===== src/rtl/conv_bram_sched_pkg.sv =====
// rtl/conv_bram_sched_pkg.sv - shared constants and state encoding for the column-buffer sequencer
package conv_bram_sched_pkg;

    localparam int NUM_BANKS      = 3;
    localparam int DEF_RAM_WIDTH  = 13;
    localparam int DEF_NB_ADDRESS = 10;
    localparam int DEF_NB_COLS    = 10;

    typedef enum logic [2:0] {
        ST_IDLE  = 3'd0,
        ST_PRIME = 3'd1,
        ST_SWEEP = 3'd2,
        ST_LOAD  = 3'd3,
        ST_DONE  = 3'd4
    } state_t;

endpackage


===== src/rtl/conv_bram_bank_ptr.sv =====
// rtl/conv_bram_bank_ptr.sv - mod-3 rotating bank pointer with one-hot write-enable decode
module conv_bram_bank_ptr
    import conv_bram_sched_pkg::*;
(
    input  logic                 i_CLK,
    input  logic                 i_rst,
    input  logic                 i_clear,
    input  logic                 i_advance,
    input  logic                 i_we,
    output logic [1:0]           o_ptr,
    output logic [NUM_BANKS-1:0] o_bank_we
);

    always_ff @(posedge i_CLK or negedge i_rst) begin
        if (!i_rst) begin
            o_ptr <= 2'd0;
        end else if (i_clear) begin
            o_ptr <= 2'd0;
        end else if (i_advance) begin
            o_ptr <= (o_ptr == 2'd2) ? 2'd0 : o_ptr + 2'd1;
        end
    end

    always_comb begin
        o_bank_we = '0;
        if (i_we) begin
            case (o_ptr)
                2'd0:    o_bank_we = 3'b001;
                2'd1:    o_bank_we = 3'b010;
                2'd2:    o_bank_we = 3'b100;
                default: o_bank_we = '0;
            endcase
        end
    end

endmodule


===== src/rtl/conv_bram_sched.sv =====
// rtl/conv_bram_sched.sv - load/sweep sequencer for three column BRAM banks; optional stall via CONV_BRAM_SCHED_STALL_EN
module conv_bram_sched
    import conv_bram_sched_pkg::*;
#(
    parameter int RAM_WIDTH  = DEF_RAM_WIDTH,
    parameter int NB_ADDRESS = DEF_NB_ADDRESS,
    parameter int NB_COLS    = DEF_NB_COLS
) (
    input  logic                  i_CLK,
    input  logic                  i_rst,
    input  logic                  i_start,
    input  logic [NB_ADDRESS:0]   i_cfg_height,
    input  logic [NB_COLS-1:0]    i_cfg_width,
    input  logic                  i_wr_valid,
    input  logic [RAM_WIDTH-1:0]  i_wr_data,
`ifdef CONV_BRAM_SCHED_STALL_EN
    input  logic                  i_stall,
`endif
    output logic                  o_wr_ready,
    output logic [NUM_BANKS-1:0]  o_bank_we,
    output logic [NB_ADDRESS-1:0] o_wr_addr,
    output logic [RAM_WIDTH-1:0]  o_wr_data,
    output logic [NB_ADDRESS-1:0] o_rd_addr,
    output logic [1:0]            o_rd_sel,
    output logic                  o_conv_valid,
    output logic                  o_col_done,
    output logic                  o_frame_done,
    output logic                  o_cfg_err,
    output logic                  o_busy
);

    localparam logic [NB_ADDRESS:0]   H_MAX = {1'b1, {NB_ADDRESS{1'b0}}};
    localparam logic [NB_ADDRESS:0]   H_ONE = {{NB_ADDRESS{1'b0}}, 1'b1};
    localparam logic [NB_ADDRESS-1:0] A_ONE = {{(NB_ADDRESS-1){1'b0}}, 1'b1};
    localparam logic [NB_COLS-1:0]    C_ONE = NB_COLS'(1);
    localparam logic [NB_COLS-1:0]    C_TWO = NB_COLS'(2);
    localparam logic [NB_COLS-1:0]    W_MIN = NB_COLS'(3);

    state_t                state;
    logic [NB_ADDRESS:0]   row_cnt;
    logic [NB_ADDRESS:0]   h_last;
    logic [NB_COLS-1:0]    col_cnt;
    logic [NB_COLS-1:0]    cfg_width;
    logic [NB_ADDRESS-1:0] rd_addr;
    logic                  rd_issue;
    logic                  conv_valid;
    logic                  col_done;
    logic                  cfg_err;
    logic                  stall;
    logic                  wr_ready;
    logic                  accept;
    logic                  row_last;
    logic                  rd_last;
    logic                  cfg_ok;
    logic                  start_ok;
    logic [1:0]            bank_ptr;

`ifdef CONV_BRAM_SCHED_STALL_EN
    assign stall = i_stall;
`else
    assign stall = 1'b0;
`endif

    assign cfg_ok   = (i_cfg_height != '0) && (i_cfg_height <= H_MAX) && (i_cfg_width >= W_MIN);
    assign start_ok = (state == ST_IDLE) && i_start && cfg_ok;
    assign wr_ready = (state == ST_PRIME) || (state == ST_LOAD);
    assign accept   = wr_ready && i_wr_valid;
    // Row counter is one bit wider than the address so a full-depth column terminates correctly
    assign row_last = (row_cnt == h_last);
    assign rd_last  = ({1'b0, rd_addr} == h_last);

    conv_bram_bank_ptr u_bank_ptr (
        .i_CLK     (i_CLK),
        .i_rst     (i_rst),
        .i_clear   (start_ok),
        .i_advance (accept && row_last),
        .i_we      (accept),
        .o_ptr     (bank_ptr),
        .o_bank_we (o_bank_we)
    );

    always_ff @(posedge i_CLK or negedge i_rst) begin
        if (!i_rst) begin
            state      <= ST_IDLE;
            row_cnt    <= '0;
            h_last     <= '0;
            col_cnt    <= '0;
            cfg_width  <= '0;
            rd_addr    <= '0;
            rd_issue   <= 1'b0;
            conv_valid <= 1'b0;
            col_done   <= 1'b0;
            cfg_err    <= 1'b0;
        end else begin
            case (state)
                ST_IDLE: begin
                    if (i_start) begin
                        if (cfg_ok) begin
                            state     <= ST_PRIME;
                            h_last    <= i_cfg_height - H_ONE;
                            cfg_width <= i_cfg_width;
                            cfg_err   <= 1'b0;
                            row_cnt   <= '0;
                            col_cnt   <= '0;
                        end else begin
                            cfg_err <= 1'b1;
                        end
                    end
                end
                ST_PRIME, ST_LOAD: begin
                    if (accept) begin
                        if (row_last) begin
                            row_cnt <= '0;
                            col_cnt <= col_cnt + C_ONE;
                            if ((state == ST_LOAD) || (col_cnt == C_TWO)) begin
                                state    <= ST_SWEEP;
                                rd_addr  <= '0;
                                rd_issue <= 1'b1;
                            end
                        end else begin
                            row_cnt <= row_cnt + H_ONE;
                        end
                    end
                end
                ST_SWEEP: begin
                    // A stall freezes the whole read pipe so the presented slice stays valid
                    if (!stall) begin
                        conv_valid <= rd_issue;
                        col_done   <= rd_issue && rd_last;
                        if (rd_issue) begin
                            if (rd_last) begin
                                rd_issue <= 1'b0;
                            end else begin
                                rd_addr <= rd_addr + A_ONE;
                            end
                        end
                        if (col_done) begin
                            state <= (col_cnt < cfg_width) ? ST_LOAD : ST_DONE;
                        end
                    end
                end
                ST_DONE: begin
                    state <= ST_IDLE;
                end
                default: begin
                    state <= ST_IDLE;
                end
            endcase
        end
    end

    assign o_wr_ready   = wr_ready;
    assign o_wr_addr    = row_cnt[NB_ADDRESS-1:0];
    assign o_wr_data    = accept ? i_wr_data : '0;
    assign o_rd_addr    = rd_addr;
    assign o_rd_sel     = bank_ptr;
    assign o_conv_valid = conv_valid;
    assign o_col_done   = col_done;
    assign o_frame_done = (state == ST_DONE);
    assign o_cfg_err    = cfg_err;
    assign o_busy       = (state != ST_IDLE);

endmodule


===== config.mk =====
export PLATFORM = sky130hd
export DESIGN_NAME = conv_bram_sched
export DESIGN_NICKNAME = d
export VERILOG_FILES = /design/src/rtl/conv_bram_sched_pkg.sv /design/src/rtl/conv_bram_bank_ptr.sv /design/src/rtl/conv_bram_sched.sv
export SDC_FILE = /design/constraint.sdc
export NUM_CORES = 1
export LEC_CHECK = 0
export CORE_MARGIN = 5
export CORE_UTILIZATION = 35
export CTS_BUF_LIST = sky130_fd_sc_hd__clkbuf_4 sky130_fd_sc_hd__clkbuf_8 sky130_fd_sc_hd__clkbuf_16
export DETAILED_ROUTE_END_ITERATION = 8
export PLACE_DENSITY_LB_ADDON = 0.15
export SLEW_MARGIN = 20
export SYNTH_ARGS = -nofsm -noshare
export SYNTH_HDL_FRONTEND = slang
export SYNTH_SLANG_ARGS = --single-unit

===== constraint.sdc =====
create_clock -name i_CLK -period 6.83 [get_ports i_CLK]
set_input_delay 1.0245 -clock i_CLK [delete_from_list [all_inputs] [get_ports i_CLK]]
set_output_delay 1.0245 -clock i_CLK [all_outputs]
set_load 0.01 [all_outputs]

[Word-level counts from Yosys, hierarchy flattened]
Index checks and enable logic that the tools add are counted.
Word-level totals
  register bits: 61
  input bits: 38
  output and inout bits: 44
Cells by class
  $add $sub $neg: 5
  $lt $le $gt $ge: 3
  eq/ne operators: 17
  multiplexer cells: 37
  reductions and logical operators: 24
Operator list (count)
  $mux 10: 9
  $mux 11: 4
  $pmux 10 s2: 2
  $mux 3: 8
  $pmux 11 s2: 1
  $add 10x1->10 const B: 2
  $pmux 3 s3: 2
  $ne 2x2->1 const B: 8
  $mux 13: 1
  $reduce_and 6->1: 2
  $add 11x1->11 const B: 1
  $eq 10x11->1: 1
  $eq 11x11->1: 1
  $le 11x11->1 const B: 1
  $reduce_bool 11->1: 1
  $sub 11x1->11 const B: 1
  $eq 10x2->1 const B: 1
  $ge 10x2->1 const B: 1
  $lt 10x10->1: 1
  $reduce_and 4->1: 2
  $logic_and 1x1->1: 7
  $eq 3x2->1 const B: 2
  $mux 1: 6
  $mux 2: 3
  15 further kinds: 18

[Logic depth before layout (Yosys ltp)]
Gate-level depths: netlist of run 1.
  word-level depth: 6
  depth in mapped cells: 9
  gate-level depth less buffers: 8

[Modules after synthesis]
Synthesis of run 1 repeated with hierarchy kept, for this count alone.
Unflattened totals
  cell total of the unflattened synthesis: 417
  area, all modules: 3713.6 µm²
Modules (own cells, without submodules)
  conv_bram_sched: instances 1, cells each 405, area each 3598.5 µm², seq. area each 1476.4 µm²
  conv_bram_bank_ptr: instances 1, cells each 12, area each 115.1 µm², seq. area each 50.0 µm²

[Least setup slack after synthesis of run 1]
OpenSTA, ideal clock, no wires.
  kind: input to register
  start point: in i_cfg_height[7]
  end point: reg row_cnt[9]
  arrival: 2.756 ns
  path slack: 4.011 ns
  cell stages on the path: 6
  buffers on the path: 0
  cell sequence: or4_4 > o31a_4 > o41ai_4 > nand2b_2 > nor4_2 > a21o_1
On the way
  longest elaborated chain between the ends: 5
  elaborated cells between the ends (all ways): 6
Ends and longest elaborated chain
  from (decl): RTL line conv_bram_sched.sv:12  | input logic [NB_ADDRESS:0] i_cfg_height,
  $le 11x11->1 or $reduce_bool 11->1 (tied branches): RTL line conv_bram_sched.sv:64  | assign cfg_ok = (i_cfg_height != '0) && (i_cfg_height <= H_MAX) && (i_cfg_width >= W_MIN);
  $logic_and 1x1->1 (*) (2 in series): RTL line conv_bram_sched.sv:64
  $ne 2x2->1 (no line) (*)
  $reduce_and 4->1 (no line) (*)
  to (signal assigned): RTL line conv_bram_sched.sv:121  | row_cnt <= row_cnt + H_ONE;
  to (decl): RTL line conv_bram_sched.sv:40  | logic [NB_ADDRESS:0] row_cnt;
Every way passes the cells marked *; elsewhere a longest branch is shown, timed or not.
A chain may end at the register's enable or synchronous reset.

[Final worst setup path of run 1]
  start point: in i_wr_valid
  end point: out o_bank_we[0]
On the way
  longest elaborated chain between the ends: 2
Ends and longest elaborated chain
  from (decl): RTL line conv_bram_sched.sv:14  | input logic i_wr_valid,
  $logic_and 1x1->1: RTL line conv_bram_sched.sv:67  | assign accept = wr_ready && i_wr_valid;
  $mux 3: RTL line conv_bram_bank_ptr.sv:26  | if (i_we) begin
  to (decl): RTL line conv_bram_sched.sv:20  | output logic [NUM_BANKS-1:0] o_bank_we,
Every way passes these cells.

==> results.json, run 1 <==
{
  "outcome": "complete, no violations",
  "clk_latency_ns": 0.35,
  "clockBufferDepth": 2,
  "slew_headroom_pct": 46.68,
  "synthCells": 413,
  "min_period_ns": 3.792,
  "post_cts.repair.setup_buffers": 0,
  "syn_nets": 465,
  "final_common_cell": "clkdlybuf4s50_1",
  "async_flop_share_pct": 100.0,
  "cts_tree": "built",
  "grt_pass1_wl_mm": 16.45,
  "netlist_area_sq_mm": 0.003696,
  "worstPathMaxFanout": 17,
  "max_cap_viol_count": 0,
  "grt_max_degree": 62,
  "ys_ff_latch": 61,
  "final_cell_mix": "80 x clkdlybuf4s50_1, 61 x dfrtp_1, 47 x nand2_1, 43 x o21ai_0, 27 x and3_1",
  "finalNonFillerCells": 624,
  "drive_gt1_share_pct": 6.967,
  "grt_pass1_vias": 3225,
  "finalHoldViolCount": 0,
  "wire_per_inst_microns": 15.50,
  "grt_usage_pct": 15.96,
  "syn_to_final_growth_pct": 29.15,
  "hold_class": "flip-flop to flip-flop",
  "hold_slack_ns": 0.4811,
  "syn_area_per_cell_sq_um": 8.949,
  "setup_viol": 0,
  "max_slew.worst_pin.slew_ns": 0.7997,
  "dieArea_sq_mm": 0.01271,
  "num-nets-final": 535,
  "min_from": "o_conv_valid$_DFFE_PN0P_",
  "place_hpwl_mm": 7.256,
  "die_height_microns": 112.8,
  "met2_usage_pct": 26.74,
  "regArea_sq_mm": 0.001526,
  "tns_ns": 0,
  "finalPower_mw": 1.485,
  "cp.arrival_ns": 2.77,
  "power.density_mw_per_mm2": 311.1,
  "period_share_pct": 55.52,
  "cts_made_buffers": 9,
  "slew_violations": 0,
  "via_per_inst": 5.106,
  "grt_antenna_before_repair": 0,
  "route.detailed.drc": 0,
  "multi_input_area_sq_mm": 0.001946,
  "drt-total-wl_mm": 9.673,
  "ys.warnings.count": 0,
  "seq_area_frac_synth_pct": 41.30,
  "rsz0062_at_grt": "false",
  "io_buffer_count": 81,
  "synth_flop_cell": "dfrtp_1",
  "dr.pass1.iters": 4,
  "htree_levels": 3,
  "floorplan.initialDensity_pct": 35.80,
  "path_class": "primary input to primary output",
  "place_inst": 607,
  "startpoint": "i_wr_valid",
  "grt_overflow": 0,
  "drt_iter0_drc": 196,
  "drtAntennaViolNets": 0,
  "synth-edff-count": 0,
  "io_pins": 82,
  "antenna_cells": 0,
  "ys_types": 50,
  "met3_usage_pct": 4.171,
  "ctsResizeCount": 0,
  "vias": 3186,
  "crit_path_end_kind": "primary output",
  "die_x_microns": 112.8,
  "ir_drop_mv": 0.1362,
  "crit_required_ns": 5.81,
  "grt_use_met1_pct": 20.19,
  "path_clk_slew_ns": 0.06,
  "startpoint_type": "primary input",
  "max_freq_mhz": 263.7,
  "grt_busiest_layer": "met2",
  "row_count": 37,
  "cts-root-buf": "clkbuf_8",
  "skew_ns": 0.01191,
  "core-area_sq_mm": 0.01032,
  "r2r_start": "state[2]$_DFFE_PN0P_",
  "clock-sinks": 61,
  "holdBufCountCts": 0,
  "fill_cells": 1022,
  "p_leak_nw": 2.102,
  "gp_congestion": 0.7781
}
[per-layer routing]
metal / up-vias / wire length [microns]
met5: - / 0
met4: 0 / 153
met3: 13 / 372
met2: 63 / 4789
met1: 1527 / 4357
li1: 1583 / -
[power breakdown]
group          leakage (nW)  switching (mW)  total (mW)  internal, mW
Clock                 0.109           0.149       0.351         0.202
Combinational          1.20           0.302       0.567         0.265
Sequential            0.795           0.110       0.567         0.457
[flip-flops by register name, indices dropped and copies added, names as in the netlist]
name	cells
o_conv_valid	1
h_last	11
u_bank_ptr.o_ptr	2
o_cfg_err	1
cfg_width	10
rd_issue	1
o_rd_addr	10
o_col_done	1
row_cnt	11
state	3
col_cnt	10
[worst paths after layout]
path / endpoint / slack, ns / depth (start not counted)
min in group asynchronous: cfg_width[5]$_DFFE_PN0P_ / 0.81 / 2
hold reg to reg: o_conv_valid$_DFFE_PN0P_ / 0.48 / 1
max in group asynchronous: row_cnt[0]$_DFFE_PN0P_ / 5.45 / 2
setup / recovery: o_bank_we[0] / 3.04 / 4
setup reg to reg: o_rd_addr[7]$_DFFE_PN0P_ / 3.63 / 8
hold / removal: o_conv_valid$_DFFE_PN0P_ / 0.48 / 1
[cells in the mapped netlist (2+ instances only)]
master	instances	share of area [%]
xnor2_1	18	4.3
and3_1	27	4.6
nand4_1	7	1.2
inv_1	19	1.9
ha_1	14	4.7
dfrtp_1	61	41
clkbuf_1	11	1.1
nor3_1	11	1.5
a21oi_1	20	2.7
nor2_1	24	2.4
o21a_1	2	0.41
nor4_2	2	0.68
nand3_1	10	1.4
xor2_1	15	3.6
buf_4	11	2.2
nor4_4	2	1.2
nand2_1	47	4.8
nor3b_1	3	0.61
a31oi_1	3	0.51
and2_1	2	0.34
buf_2	3	0.41
or4_1	2	0.41
a21o_1	4	0.81
o21ai_0	43	5.8
nor4b_1	2	0.47
o31ai_1	5	1.0
o211a_1	2	0.54
nor4_1	8	1.4
or3_1	7	1.2
nor2b_1	4	0.68
nand2b_1	5	0.85
[critical path: stages]
cell             delay [ns]
clkdlybuf4s50_1        0.78
nand2_4                0.15
nor3_1                 0.21
clkdlybuf4s50_1        0.60
[stage by stage]
stage / cell area (sq um) / util (%) / setup slack (ns)
3_3_place_gp: 4551 / 44.08 / 2.748
5_1_grt: 4773 / 46.24 / 2.970
3_5_place_dp: 4551 / 44.08 / 2.645
4_1_cts: 4766 / 46.16 / 3.031
2_1_floorplan: 3696 / - / 4.011
6_report: 4773 / 46.24 / 3.038
[final cells by class]
type | instances | area share, %
Clock inverter | 3 | 0.8912
Sequential cell | 61 | 31.98
Multi-Input combinational cell | 306 | 40.76
Inverter | 20 | 1.678
Clock buffer | 13 | 3.617
Tap cell | 136 | 3.565
Timing Repair Buffer | 85 | 17.51
[cells by family after synthesis]
group / count (synthesis) / synth area share, %
fa+ha+maj: 14 / 4.739
flops: 61 / 41.30
mux: 1 / 0.2708
buf+inv: 46 / 6.059
compound gates: 90 / 15.03
simple gates: 168 / 24.78
xor+xnor: 33 / 7.820
Note: power is estimated with default switching activity, not from simulation.
==> run 2: changes to the inputs <==
==> constraint.sdc (replaced) <==
create_clock -name i_CLK -period 3.9 [get_ports i_CLK]
set_input_delay 0.585 -clock i_CLK [delete_from_list [all_inputs] [get_ports i_CLK]]
set_output_delay 0.585 -clock i_CLK [all_outputs]
set_load 0.01 [all_outputs]
==> run 2 against run 1 <==
  * Non-clock buffer count is 2 higher
  * Critical path depth is 1 higher
  * Final area is 0.37% higher
==> results.json, run 2 (synthesis gave the netlist of run 1 again) <==
{
  "r2r_slack_ns": 1.22,
  "post_cts.repair.setup_buffers": 0,
  "syn_to_final_growth_pct": 29.62,
  "worstPathCellList": "nand2b_1, inv_6, nand2_4, nor3_1, clkdlybuf4s50_1",
  "grt_pass1_vias": 3290,
  "reg_top3": "h_last (11), row_cnt (11)",
  "via_per_inst": 5.018,
  "drt_iter0_drc": 104,
  "r2r_end": "o_rd_addr[7]$_DFFE_PN0P_",
  "place_hpwl_mm": 7.286,
  "max_slew.worst_pin.slew_ns": 0.9300,
  "skew_ns": 0.01328,
  "wire_per_inst_microns": 15.19,
  "met2_usage_pct": 26.22,
  "cts_made_buffers": 9,
  "vias": 3136,
  "clk_latency_ns": 0.34,
  "crit_required_ns": 3.31,
  "startpoint": "state[2]$_DFFE_PN0P_",
  "row_count": 37,
  "outcome": "complete, no violations",
  "critPathCapture": "o_bank_we[0]",
  "grt_busiest_layer": "met2",
  "sw_frac_of_total_pct": 36.97,
  "power.density_mw_per_mm2": 545.4,
  "holdBufCountCts": 0,
  "cp.arrival_ns": 2.27,
  "crit_path_end_kind": "primary output",
  "path_delay_family": "buffers and inverters",
  "min_period_ns": 2.860,
  "io_pins": 82,
  "grt_pass1_wl_mm": 16.53,
  "io_buffer_count": 81,
  "rsz0062_at_grt": "false",
  "htree_levels": 3,
  "crit_cells": 5,
  "clkPwrFrac_pct": 24.1,
  "ctsResizeCount": 0,
  "route.detailed.drc": 0,
  "period_share_pct": 73.33,
  "grt_usage_pct": 15.84,
  "cts-root-buf": "clkbuf_8",
  "intPower_mw": 1.647,
  "dr.pass1.iters": 4,
  "drive_gt1_share_pct": 7.157,
  "path_class": "flip-flop to primary output",
  "core-area_sq_mm": 0.01032,
  "cp_slowest_stage_delay_ns": 0.60,
  "rr_worst_depth": 9,
  "pwr-share-comb_pct": 37.9,
  "r2r_start": "state[2]$_DFFE_PN0P_",
  "drtAntennaViolNets": 0,
  "antenna_cells": 0,
  "p_seq_share_pct": 38.0,
  "finalPower_mw": 2.613,
  "final_common_cell": "clkdlybuf4s50_1",
  "setup_viol": 0,
  "dieArea_sq_mm": 0.01271,
  "hold_class": "primary input to async pin",
  "slew_violations": 0,
  "finalHoldViolCount": 0,
  "met3_usage_pct": 3.636,
  "p_leak_nw": 2.112,
  "clock-sinks": 61,
  "grt_use_met1_pct": 21.12,
  "die_height_microns": 112.8,
  "fin_util_pct": 46.41,
  "tns_ns": 0,
  "ir_drop_mv": 0.2160,
  "p_sw_mw": 0.9659,
  "grt_antenna_before_repair": 0,
  "cts_tree": "built",
  "max_cap_viol_count": 0,
  "crit_slowest_cell": "clkdlybuf4s50_1",
  "crit_buf_inv": 2,
  "slew_headroom_pct": 38.00,
  "grt_overflow": 0,
  "path_clk_slew_ns": 0.07,
  "worstPathMaxFanout": 19,
  "drt-total-wl_mm": 9.492,
  "gp_congestion": 0.8347,
  "floorplan.initialDensity_pct": 35.80,
  "max_freq_mhz": 349.7,
  "die_x_microns": 112.8,
  "startpoint_type": "flip-flop",
  "clockBufferDepth": 2,
  "final_cell_mix": "80 x clkdlybuf4s50_1, 61 x dfrtp_1, 47 x nand2_1, 43 x o21ai_0, 27 x and3_1",
  "grt_max_degree": 41,
  "num-nets-final": 537
}
==> run 2: area by class of cell <==
| type | count | area [sq um] |
|---|---|---|
| fillers | 998 | 5533 |
| flip-flops and latches | 61 | 1526 |
| inverters | 20 | 80.08 |
| well taps | 136 | 170.2 |
| clock inverters | 4 | 72.57 |
| clock buffers | 11 | 145.1 |
| multi-input cells | 306 | 1946 |
| repair buffers | 87 | 850.8 |
==> run 2: metrics by stage <==
stage	instances	instance area (sq um)	setup slack (ns)	hold WS, ns
after detailed placement	610	4573	0.7845	0.4874
final	625	4791	1.040	0.3665
after global placement	610	4573	0.8489	0.4643
after global routing	625	4791	0.8524	0.4407
after floorplan	413	3696	1.520	0.2894
after CTS	625	4791	0.9969	0.3924
==> run 2: routing by layer <==
metal | up-vias | share of wire (%)
li1 | 1593 | -
met1 | 1482 | 47
met2 | 59 | 49
met3 | 2 | 3.3
met4 | 0 | 0.40
met5 | - | 0
==> run 2: worst min path at each step <==
| stage | from | to | slack [ns] |
|---|---|---|---|
| 6_report | i_rst | cfg_width[3]$_DFFE_PN0P_ | 0.37 |
| 4_1_cts | i_rst | cfg_width[3]$_DFFE_PN0P_ | 0.39 |
| 3_3_place_gp | rd_issue$_DFFE_PN0P_ | rd_issue$_DFFE_PN0P_ | 0.46 |
| 3_5_place_dp | o_cfg_err$_DFFE_PN0P_ | o_cfg_err$_DFFE_PN0P_ | 0.49 |
| 5_1_grt | i_rst | cfg_width[3]$_DFFE_PN0P_ | 0.44 |
| 2_1_floorplan | i_rst | cfg_width[0]$_DFFE_PN0P_ | 0.29 |
==> run 2: power by group through the flow <==
stage          combinational (mW)  sequential (mW)  clock (mW)
2_1_floorplan               0.660            0.952           0
3_3_place_gp                0.973             1.01           0
3_5_place_dp                0.995             1.01           0
4_1_cts                      1.00            0.997       0.642
5_1_grt                      1.12             1.02       0.672
6_report                    0.990            0.994       0.629
